`src/rtl/me_pkg.sv`:
```
// Shared motion-estimation constants: pixel/word sizes, reference walk geometry, fetch FSM states.
// Latency: none (types and constants only).
// Backpressure: n/a.
package me_pkg;

    localparam int PIX_W    = 8;
    localparam int WORD_PIX = 8;
    localparam int WORD_W   = PIX_W * WORD_PIX;

    // Reference-frame walk geometry, shared with the SRAM bank and current-block buffer
    localparam int REF_WORDS_PER_STRIP = 23;
    localparam int REF_STRIPS_PER_BAND = 482;
    localparam int REF_BANDS           = 30;
    localparam int REF_BAND_ROWS       = 16;
    localparam int REF_STRIDE          = 482;
    localparam int REF_AW              = 20;

    typedef enum logic {
        FILL   = 1'b0,
        STREAM = 1'b1
    } fetch_state_t;

endpackage

```
`src/rtl/ref_fifo.sv`:
```
// Synchronous show-ahead FIFO; head word is visible on rdata whenever not empty, zero when empty.
// Latency: a pushed word reaches rdata one cycle after its push edge.
// Backpressure: pop on empty is ignored; push on full is ignored unless a pop frees the slot.
module ref_fifo #(
    parameter int DEPTH = 8,
    parameter int W     = 64
) (
    input  logic                       clk,
    input  logic                       rst,
    input  logic                       push,
    input  logic [W-1:0]               wdata,
    input  logic                       pop,
    output logic [W-1:0]               rdata,
    output logic [$clog2(DEPTH):0]     occ,
    output logic                       empty,
    output logic                       full
);

    localparam int PW = $clog2(DEPTH);

    logic [W-1:0]  mem [DEPTH];
    logic [PW-1:0] wr_ptr;
    logic [PW-1:0] rd_ptr;
    logic          do_push;
    logic          do_pop;

    assign empty   = (occ == '0);
    assign full    = (occ == (PW+1)'(DEPTH));
    assign do_pop  = pop & ~empty;
    assign do_push = push & (~full | do_pop);
    assign rdata   = empty ? '0 : mem[rd_ptr];

    // Storage write; contents need no reset since occ guards the head
    always_ff @(posedge clk) begin
        if (do_push) begin
            mem[wr_ptr] <= wdata;
        end
    end

    // Pointers and occupancy; power-of-two depth lets pointers wrap naturally
    always_ff @(posedge clk) begin
        if (rst) begin
            wr_ptr <= '0;
            rd_ptr <= '0;
            occ    <= '0;
        end else begin
            if (do_push) begin
                wr_ptr <= wr_ptr + 1'b1;
            end
            if (do_pop) begin
                rd_ptr <= rd_ptr + 1'b1;
            end
            case ({do_push, do_pop})
                2'b10:   occ <= occ + 1'b1;
                2'b01:   occ <= occ - 1'b1;
                default: occ <= occ;
            endcase
        end
    end

endmodule

```
`src/rtl/ref_fetch.sv`:
```
// Reference-pixel prefetcher: walks the frame in vertical strips, reads words from memory, feeds the SRAM bank.
// Latency: rvalid to ref_in 1 cycle; mem_req/mem_addr registered; primed 1 cycle after the filling push.
// Backpressure: none from the bank; memory reads are credit-limited so occ + outstanding never exceeds DEPTH.
module ref_fetch
    import me_pkg::*;
#(
    parameter int WORDS_PER_STRIP = REF_WORDS_PER_STRIP,
    parameter int STRIPS_PER_BAND = REF_STRIPS_PER_BAND,
    parameter int BANDS           = REF_BANDS,
    parameter int BAND_ROWS       = REF_BAND_ROWS,
    parameter int STRIDE          = REF_STRIDE,
    parameter int AW              = REF_AW,
    parameter int DEPTH           = 8,
    parameter int PRIME_LVL       = 6
) (
    input  logic              clk,
    input  logic              rst,
    input  logic              read_en,
    output logic [WORD_W-1:0] ref_in,
    output logic              primed,
    output logic              mem_req,
    output logic [AW-1:0]     mem_addr,
    input  logic              mem_ack,
    input  logic              mem_rvalid,
    input  logic [WORD_W-1:0] mem_rdata,
    output logic              frame_done,
    output logic              underflow
);

    localparam int CW = $clog2(DEPTH) + 1;
    localparam int RW = (WORDS_PER_STRIP > 1) ? $clog2(WORDS_PER_STRIP) : 1;
    localparam int SW = (STRIPS_PER_BAND > 1) ? $clog2(STRIPS_PER_BAND) : 1;
    localparam int BW = (BANDS > 1) ? $clog2(BANDS) : 1;

    localparam logic [RW-1:0] R_LAST    = RW'(WORDS_PER_STRIP - 1);
    localparam logic [SW-1:0] S_LAST    = SW'(STRIPS_PER_BAND - 1);
    localparam logic [BW-1:0] B_LAST    = BW'(BANDS - 1);
    localparam logic [AW-1:0] ROW_STEP  = AW'(STRIDE);
    localparam logic [AW-1:0] BAND_STEP = AW'(BAND_ROWS * STRIDE);
    localparam logic [CW-1:0] PRIME_OCC = CW'(PRIME_LVL);
    localparam logic [CW:0]   CREDITS   = (CW+1)'(DEPTH);

    // Walk position; strip_base/band_base hold the first-row address of the
    // current strip and band so every step is an add, never a multiply
    logic [RW-1:0] r;
    logic [SW-1:0] s;
    logic [BW-1:0] b;
    logic [AW-1:0] strip_base;
    logic [AW-1:0] band_base;

    logic [CW-1:0] occ;
    logic [CW-1:0] outstanding;
    logic [CW-1:0] occ_next;
    logic [CW-1:0] out_next;
    logic [CW:0]   inflight_next;
    logic          empty;
    logic          full;
    logic          accept;
    logic          pop_ok;
    logic          push_ok;
    fetch_state_t  state;

    assign accept  = mem_req & mem_ack;
    assign pop_ok  = read_en & ~empty;
    assign push_ok = mem_rvalid & (~full | pop_ok);

    ref_fifo #(
        .DEPTH (DEPTH),
        .W     (WORD_W)
    ) u_fifo (
        .clk   (clk),
        .rst   (rst),
        .push  (mem_rvalid),
        .wdata (mem_rdata),
        .pop   (read_en),
        .rdata (ref_in),
        .occ   (occ),
        .empty (empty),
        .full  (full)
    );

    // Post-edge occupancy and in-flight count, used for the credit and priming decisions
    always_comb begin
        occ_next = occ;
        out_next = outstanding;
        case ({push_ok, pop_ok})
            2'b10:   occ_next = occ + 1'b1;
            2'b01:   occ_next = occ - 1'b1;
            default: occ_next = occ;
        endcase
        case ({accept, mem_rvalid})
            2'b10:   out_next = outstanding + 1'b1;
            2'b01:   out_next = outstanding - 1'b1;
            default: out_next = outstanding;
        endcase
        inflight_next = {1'b0, occ_next} + {1'b0, out_next};
    end

    // Credit tracking: request only while every possible return has a FIFO slot
    always_ff @(posedge clk) begin
        if (rst) begin
            outstanding <= '0;
            mem_req     <= 1'b0;
            underflow   <= 1'b0;
        end else begin
            outstanding <= out_next;
            mem_req     <= (inflight_next < CREDITS);
            if (read_en & empty & ~mem_rvalid) begin
                underflow <= 1'b1;
            end
        end
    end

    // Address walk: row, then strip, then band; wrap to the frame origin after the last word
    always_ff @(posedge clk) begin
        if (rst) begin
            r          <= '0;
            s          <= '0;
            b          <= '0;
            strip_base <= '0;
            band_base  <= '0;
            mem_addr   <= '0;
            frame_done <= 1'b0;
        end else begin
            frame_done <= 1'b0;
            if (accept) begin
                if (r != R_LAST) begin
                    r        <= r + 1'b1;
                    mem_addr <= mem_addr + ROW_STEP;
                end else begin
                    r <= '0;
                    if (s != S_LAST) begin
                        s          <= s + 1'b1;
                        strip_base <= strip_base + AW'(1);
                        mem_addr   <= strip_base + AW'(1);
                    end else begin
                        s <= '0;
                        if (b != B_LAST) begin
                            b          <= b + 1'b1;
                            band_base  <= band_base + BAND_STEP;
                            strip_base <= band_base + BAND_STEP;
                            mem_addr   <= band_base + BAND_STEP;
                        end else begin
                            b          <= '0;
                            band_base  <= '0;
                            strip_base <= '0;
                            mem_addr   <= '0;
                            frame_done <= 1'b1;
                        end
                    end
                end
            end
        end
    end

    // Fill/stream FSM: primed latches once the buffer first reaches the priming level
    always_ff @(posedge clk) begin
        if (rst) begin
            state  <= FILL;
            primed <= 1'b0;
        end else begin
            case (state)
                FILL: begin
                    if (occ_next >= PRIME_OCC) begin
                        state  <= STREAM;
                        primed <= 1'b1;
                    end
                end
                STREAM: begin
                    primed <= 1'b1;
                end
                default: begin
                    state  <= FILL;
                    primed <= 1'b0;
                end
            endcase
        end
    end

endmodule

```
`config.mk`:
```
export PLATFORM = sky130hd
export DESIGN_NAME = ref_fetch
export DESIGN_NICKNAME = d
export VERILOG_FILES = /design/src/rtl/me_pkg.sv /design/src/rtl/ref_fifo.sv /design/src/rtl/ref_fetch.sv
export SDC_FILE = /design/constraint.sdc
export NUM_CORES = 1
export LEC_CHECK = 0
export BUFFER_PORTS_ARGS = -buffer_cell sky130_fd_sc_hd__buf_2
export CAP_MARGIN = 20
export CORE_MARGIN = 4
export CORE_UTILIZATION = 50
export DETAILED_ROUTE_END_ITERATION = 8
export PLACE_DENSITY = 0.68
export SLEW_MARGIN = 0
export SYNTH_ARGS = -nofsm -noshare
export SYNTH_HDL_FRONTEND = slang
export SYNTH_HIERARCHICAL = 1
export SYNTH_SLANG_ARGS = --single-unit
```
`constraint.sdc`:
```
create_clock -name clk -period 7.7 [get_ports clk]
set_input_delay 1.54 -clock clk [delete_from_list [all_inputs] [get_ports clk]]
set_output_delay 1.54 -clock clk [all_outputs]
set_load 0.02 [all_outputs]
```
; ---- Word level (Yosys, flattened, before mapping)
; Memories as Yosys holds them, arrays and structs flattened. A register that Yosys moved wholly into a read port is not among the register bits.
; Index checks and enable logic that the tools add are counted.
[totals]
in_bits = 69
regBits = 98
elab_cells = 75
out_inout_bits = 88
mem_count = 1
ram_bits = 512
[op_classes]
n_addsub = 13
magnitude_cmp = 2
n_reduce_logical = 4
eq_ne = 9
n_mux = 18
n_bitwise = 13
[memory_table]
columns = name, depth, word_bits, read_ports, rd_ports_with_merged_regs, wr, line
row1 = u_fifo.mem, 8, 64, 1, 1, 1, ref_fifo.sv:21  ; logic [W-1:0] mem [DEPTH];
[op_table]
columns = op, n
row1 = $mux 64, 1
row2 = $mux 20, 3
row3 = $add 20x1->20 const B, 1
row4 = $add 20x13->20 const B, 1
row5 = $add 20x9->20 const B, 1
row6 = $pmux 4 s2, 2
row7 = $add 5x1->5 const B, 2
row8 = $mux 5, 2
row9 = $ne 5x5->1 const B, 2
row10 = $add 9x1->9 const B, 1
row11 = $mux 9, 1
row12 = $ne 9x9->1 const B, 1
row13 = $add 4x1->4 const B, 2
row14 = $sub 4x1->4 const B, 2
row15 = $not 1->1, 7
row16 = $add 3x1->3 const B, 2
row17 = $mux 1, 6
row18 = $mux 3, 2
row19 = $add 4x4->5, 1
row20 = $and 1x1->1, 5
row21 = $lt 5x4->1 const B, 1
row22 = $eq 2x1->1 const B, 2
row23 = $eq 2x2->1 const B, 2
row24 = $eq 4x4->1 const B, 1
row25 = 8 further kinds, 8

; ---- Logic depth before layout (Yosys ltp)
[logic_depth]
depth_word = 10
ltp_mapped = 15
ltp_nobuf = 14

; ---- Cells and area by module
; Netlist, hierarchy kept.
[modules_own_cells]
columns = module, n_inst, seq_area_each_um2, area_each_um2, cells_per_inst
row1 = ref_fifo, 1, 15635.0, 20109.3, 893
row2 = ref_fetch, 1, 1761.7, 4775.8, 567

; ---- Least setup slack after synthesis
; No wires, ideal clock.
[synth_timing]
path_type = input to register
startpoint = in mem_rvalid
endpoint = mem u_fifo.mem[0][0], enable pin
setup_ps = 565
cell_stages = 4
n_path_buf = 1
slack_ps = 579
arrival_ps = 6556
required_ps = 7135
path_cell_list = clkbuf_1 > o21ai_2 > or2_1 > nor3_1
[synth_between]
elab_chain_len = 3
[synth_rtl]
columns = element, line
row1 = "start, declared", ref_fetch.sv:24  ; input logic mem_rvalid,
row2 = $and 1x1->1, ref_fifo.sv:30  ; assign do_push = push & (~full | do_pop);
row3 = $mux 1, ref_fifo.sv:35  ; if (do_push) begin
row4 = $mux 1 (implied by the code), ref_fifo.sv:36  ; mem[wr_ptr] <= wdata;
row5 = "end, declared", ref_fifo.sv:21
; No other way between the ends.

==> impl_metrics.env <==
export IMPL_status="finished clean"
export IMPL_clk_pin_slew_ps=60
export IMPL_cts_buffer_depth=3
export IMPL_crit_arrival_ps=3010
export IMPL_maxCapViolCount=0
export IMPL_cts_resized=0
export IMPL_firstDrtPassIters=5
export IMPL_fin_tns_setup_ps=0
export IMPL_initial_core_util_pct=50.7
export IMPL_drcViolationCount=0
export IMPL_fp_coreArea_mm2=0.0491
export IMPL_port_buffers=156
export IMPL_fp_row_count=81
export IMPL_synthCells=1460
export IMPL_track_usage_pct=19.5
export IMPL_detailedPlace_worstSlack_ps=2930
export IMPL_setup_viol=0
export IMPL_cts_tree="built"
export IMPL_ys_ff_latch=613
export IMPL_clock_latency_ps=600
export IMPL_setup_ws_ps=3150
export IMPL_grt_pass1_vias=13700
export IMPL_die_x_um=231
export IMPL_start_kind="register"
export IMPL_power_internal_uw=6410
export IMPL_synth_nets=1553
export IMPL_syn_area_per_cell_um2=17.0
export IMPL_io_pins=157
export IMPL_final_max_slew_violation_count=0
export IMPL_cts_htree_levels=3
export IMPL_grt_antenna_before_repair=13
export IMPL_via_per_inst=5.65
export IMPL_ys_seq_area_share_pct=69.9
export IMPL_post_route_period_util_pct=59.1
export IMPL_synth_edff_count=512
export IMPL_gp_congestion=0.806
export IMPL_crit_required_ps=6160
export IMPL_cts_sinks=613
export IMPL_finalHoldViolCount=0
export IMPL_overflow=0
export IMPL_cts_root_buf="clkbuf_16"
export IMPL_dieArea_mm2=0.0534
export IMPL_cts_hold_buf=0
export IMPL_path_class="register to primary output"
export IMPL_synth_area_top_cells="edfxtp_1 (62%), mux4_2 (12%), dfxtp_1 (8.1%), mux2i_1 (2.8%), nor2_1 (1.9%)"
export IMPL_tightest_slew_ps=1030
export IMPL_p_seq_share_pct=42.0
export IMPL_clkPwrFrac_pct=32.5
export IMPL_synthFlopType="edfxtp_1"
export IMPL_wirelength_um=51700
export IMPL_rsz0062_at_grt="false"
export IMPL_p_sw_uw=2760
export IMPL_p_leak_uw=0.00952
export IMPL_power_density_mw_per_mm2=322
export IMPL_die_height_um=231
export IMPL_nets=1734
export IMPL_cts_made_buffers=66
export IMPL_min_period_ps=4550
export IMPL_antenna_left=0
export IMPL_yosys_area_top_type_share_pct=61.8
export IMPL_final_layout_size_suffix_gt1_share_pct=25.5
export IMPL_switching_share_pct=30.1
export IMPL_hpwl_um=29000
export IMPL_crit_path_end_kind="primary output"
export IMPL_synth_warnings=6
export IMPL_hp_class="register to register"
export IMPL_final_util_pct=58.1
export IMPL_grt_pass1_wl_um=80000
export IMPL_yosysUniqueCellTypes=76
export IMPL_post_cts_buffers=0
export IMPL_cp_max_fo=37
export IMPL_fin_skew_ps=18.4
export IMPL_peakVddDrop_v=0.000246
export IMPL_vias=13300
export IMPL_grt_max_degree=67
export IMPL_slew_headroom_pct=31.3
export IMPL_yosysTopAreaCell="edfxtp_1"
export IMPL_area_growth_pct=14.5
export IMPL_first_iter_violations=954
export IMPL_clock_fmax_mhz=220
export IMPL_pwr_share_comb_pct=25.5
export IMPL_synthArstFlopShare_pct=0
export IMPL_wl_per_cell_um=21.9
export IMPL_syn_area_mm2=0.0249
[Yosys cell counts, types with 13 or more instances]
master,instances
edfxtp_1,512
mux4_2,128
nor2_1,125
dfxtp_1,101
nand2_1,71
mux2i_1,70
a21oi_1,37
xor2_1,37
xnor2_1,30
clkbuf_1,23
o21ai_0,23
ha_1,22
inv_1,22
buf_2,21
nand3_1,20
nor3_1,20
nand4_1,18
nor4_1,14
o211ai_1,14
buf_4,13
[sequential cells by signal (all words and copies together) (netlist names), 3 cells and up, named ones only]
| register | flops |
|---|---|
| b | 5 |
| strip_base | 20 |
| u_fifo/occ | 4 |
| u_fifo/wr_ptr | 3 |
| r | 5 |
| mem_addr | 20 |
| u_fifo/rd_ptr | 3 |
| u_fifo/mem | 512 |
| s | 9 |
| band_base | 20 |
| outstanding | 4 |
[cells by family (layout without fill, tap and decap cells)]
logic type	Yosys count	count (layout)	share of synthesized area [%]
AO/OA/AOI/OAI	137	137	3.76
XOR/XNOR	67	67	2.36
adder cells (fa/ha/maj)	24	24	1.27
buffers and inverters	91	323	1.78
flip-flops	613	613	69.9
multiplexers	200	200	14.5
other	0	3	0
AND/OR/NAND/NOR	328	328	6.44
[path summary, 6_finish.rpt]
kind | start | endpoint | slack, ps | cells after the start
setup / recovery | register | ref_in[39] | 3150 | 5
hold / removal | mem_addr[0] | mem_addr[0] | 450 | 1
setup reg to reg | u_fifo/occ[0] | mem_req | 4020 | 12
hold reg to reg | mem_addr[0] | mem_addr[0] | 450 | 1
[through the flow]
stage	total power [µW]	area, µm²	cells	hold slack [ps]
final	9170	28500	2359	455
after global routing	9630	28500	2357	480
after floorplan	5590	24900	1460	429
after detailed placement	6290	26400	2236	446
after global placement	6260	26400	2236	438
after CTS	9290	28400	2355	459
[power by group through the flow]
stage / clock (µW) / sequential (µW) / combinational, µW
4_1_cts: 3060 / 3860 / 2370
5_1_grt: 3210 / 3870 / 2550
6_report: 2980 / 3850 / 2340
3_5_place_dp: 0 / 3930 / 2360
2_1_floorplan: 0 / 3880 / 1710
3_3_place_gp: 0 / 3920 / 2340
[placed cells by master, fill, tap and decap left out, types with 23 or more instances in the layout]
cell type,count
a21oi_1,37
buf_2,156
buf_4,24
clkbuf_16,68
dfxtp_1,98
edfxtp_1,512
mux2i_1,70
mux4_2,128
nand2_1,71
nor2_1,119
o21ai_0,23
xnor2_1,30
xor2_1,37
[routing by layer]
| metal | track usage [%] | part of all wire (%) | vias up |
|---|---|---|---|
| met3 | 4.63 | 6.4 | 91 |
| met4 | 5.54 | 1.9 | 14 |
| li1 | - | - | 6125 |
| met2 | 32.2 | 49 | 338 |
| met5 | 0 | 0.16 | - |
| met1 | 26.4 | 42 | 6767 |
[critical path: stages, from the launching register on]
cell	delay (ps)
dfxtp_4	610
buf_4	680
mux4_2	610
mux2i_1	170
nor2_1	90
buf_2	220
[final cells by class]
cell class,count,area [µm²]
antenna,3,7.51
sequential,613,17400
timing repair buffer,181,988
clock inverter,36,272
multi-input combinational,756,7110
clock buffer,83,1780
fill,3783,20600
tap,664,831
inverter,23,86.3
Note: power is estimated with default switching activity, not from simulation.
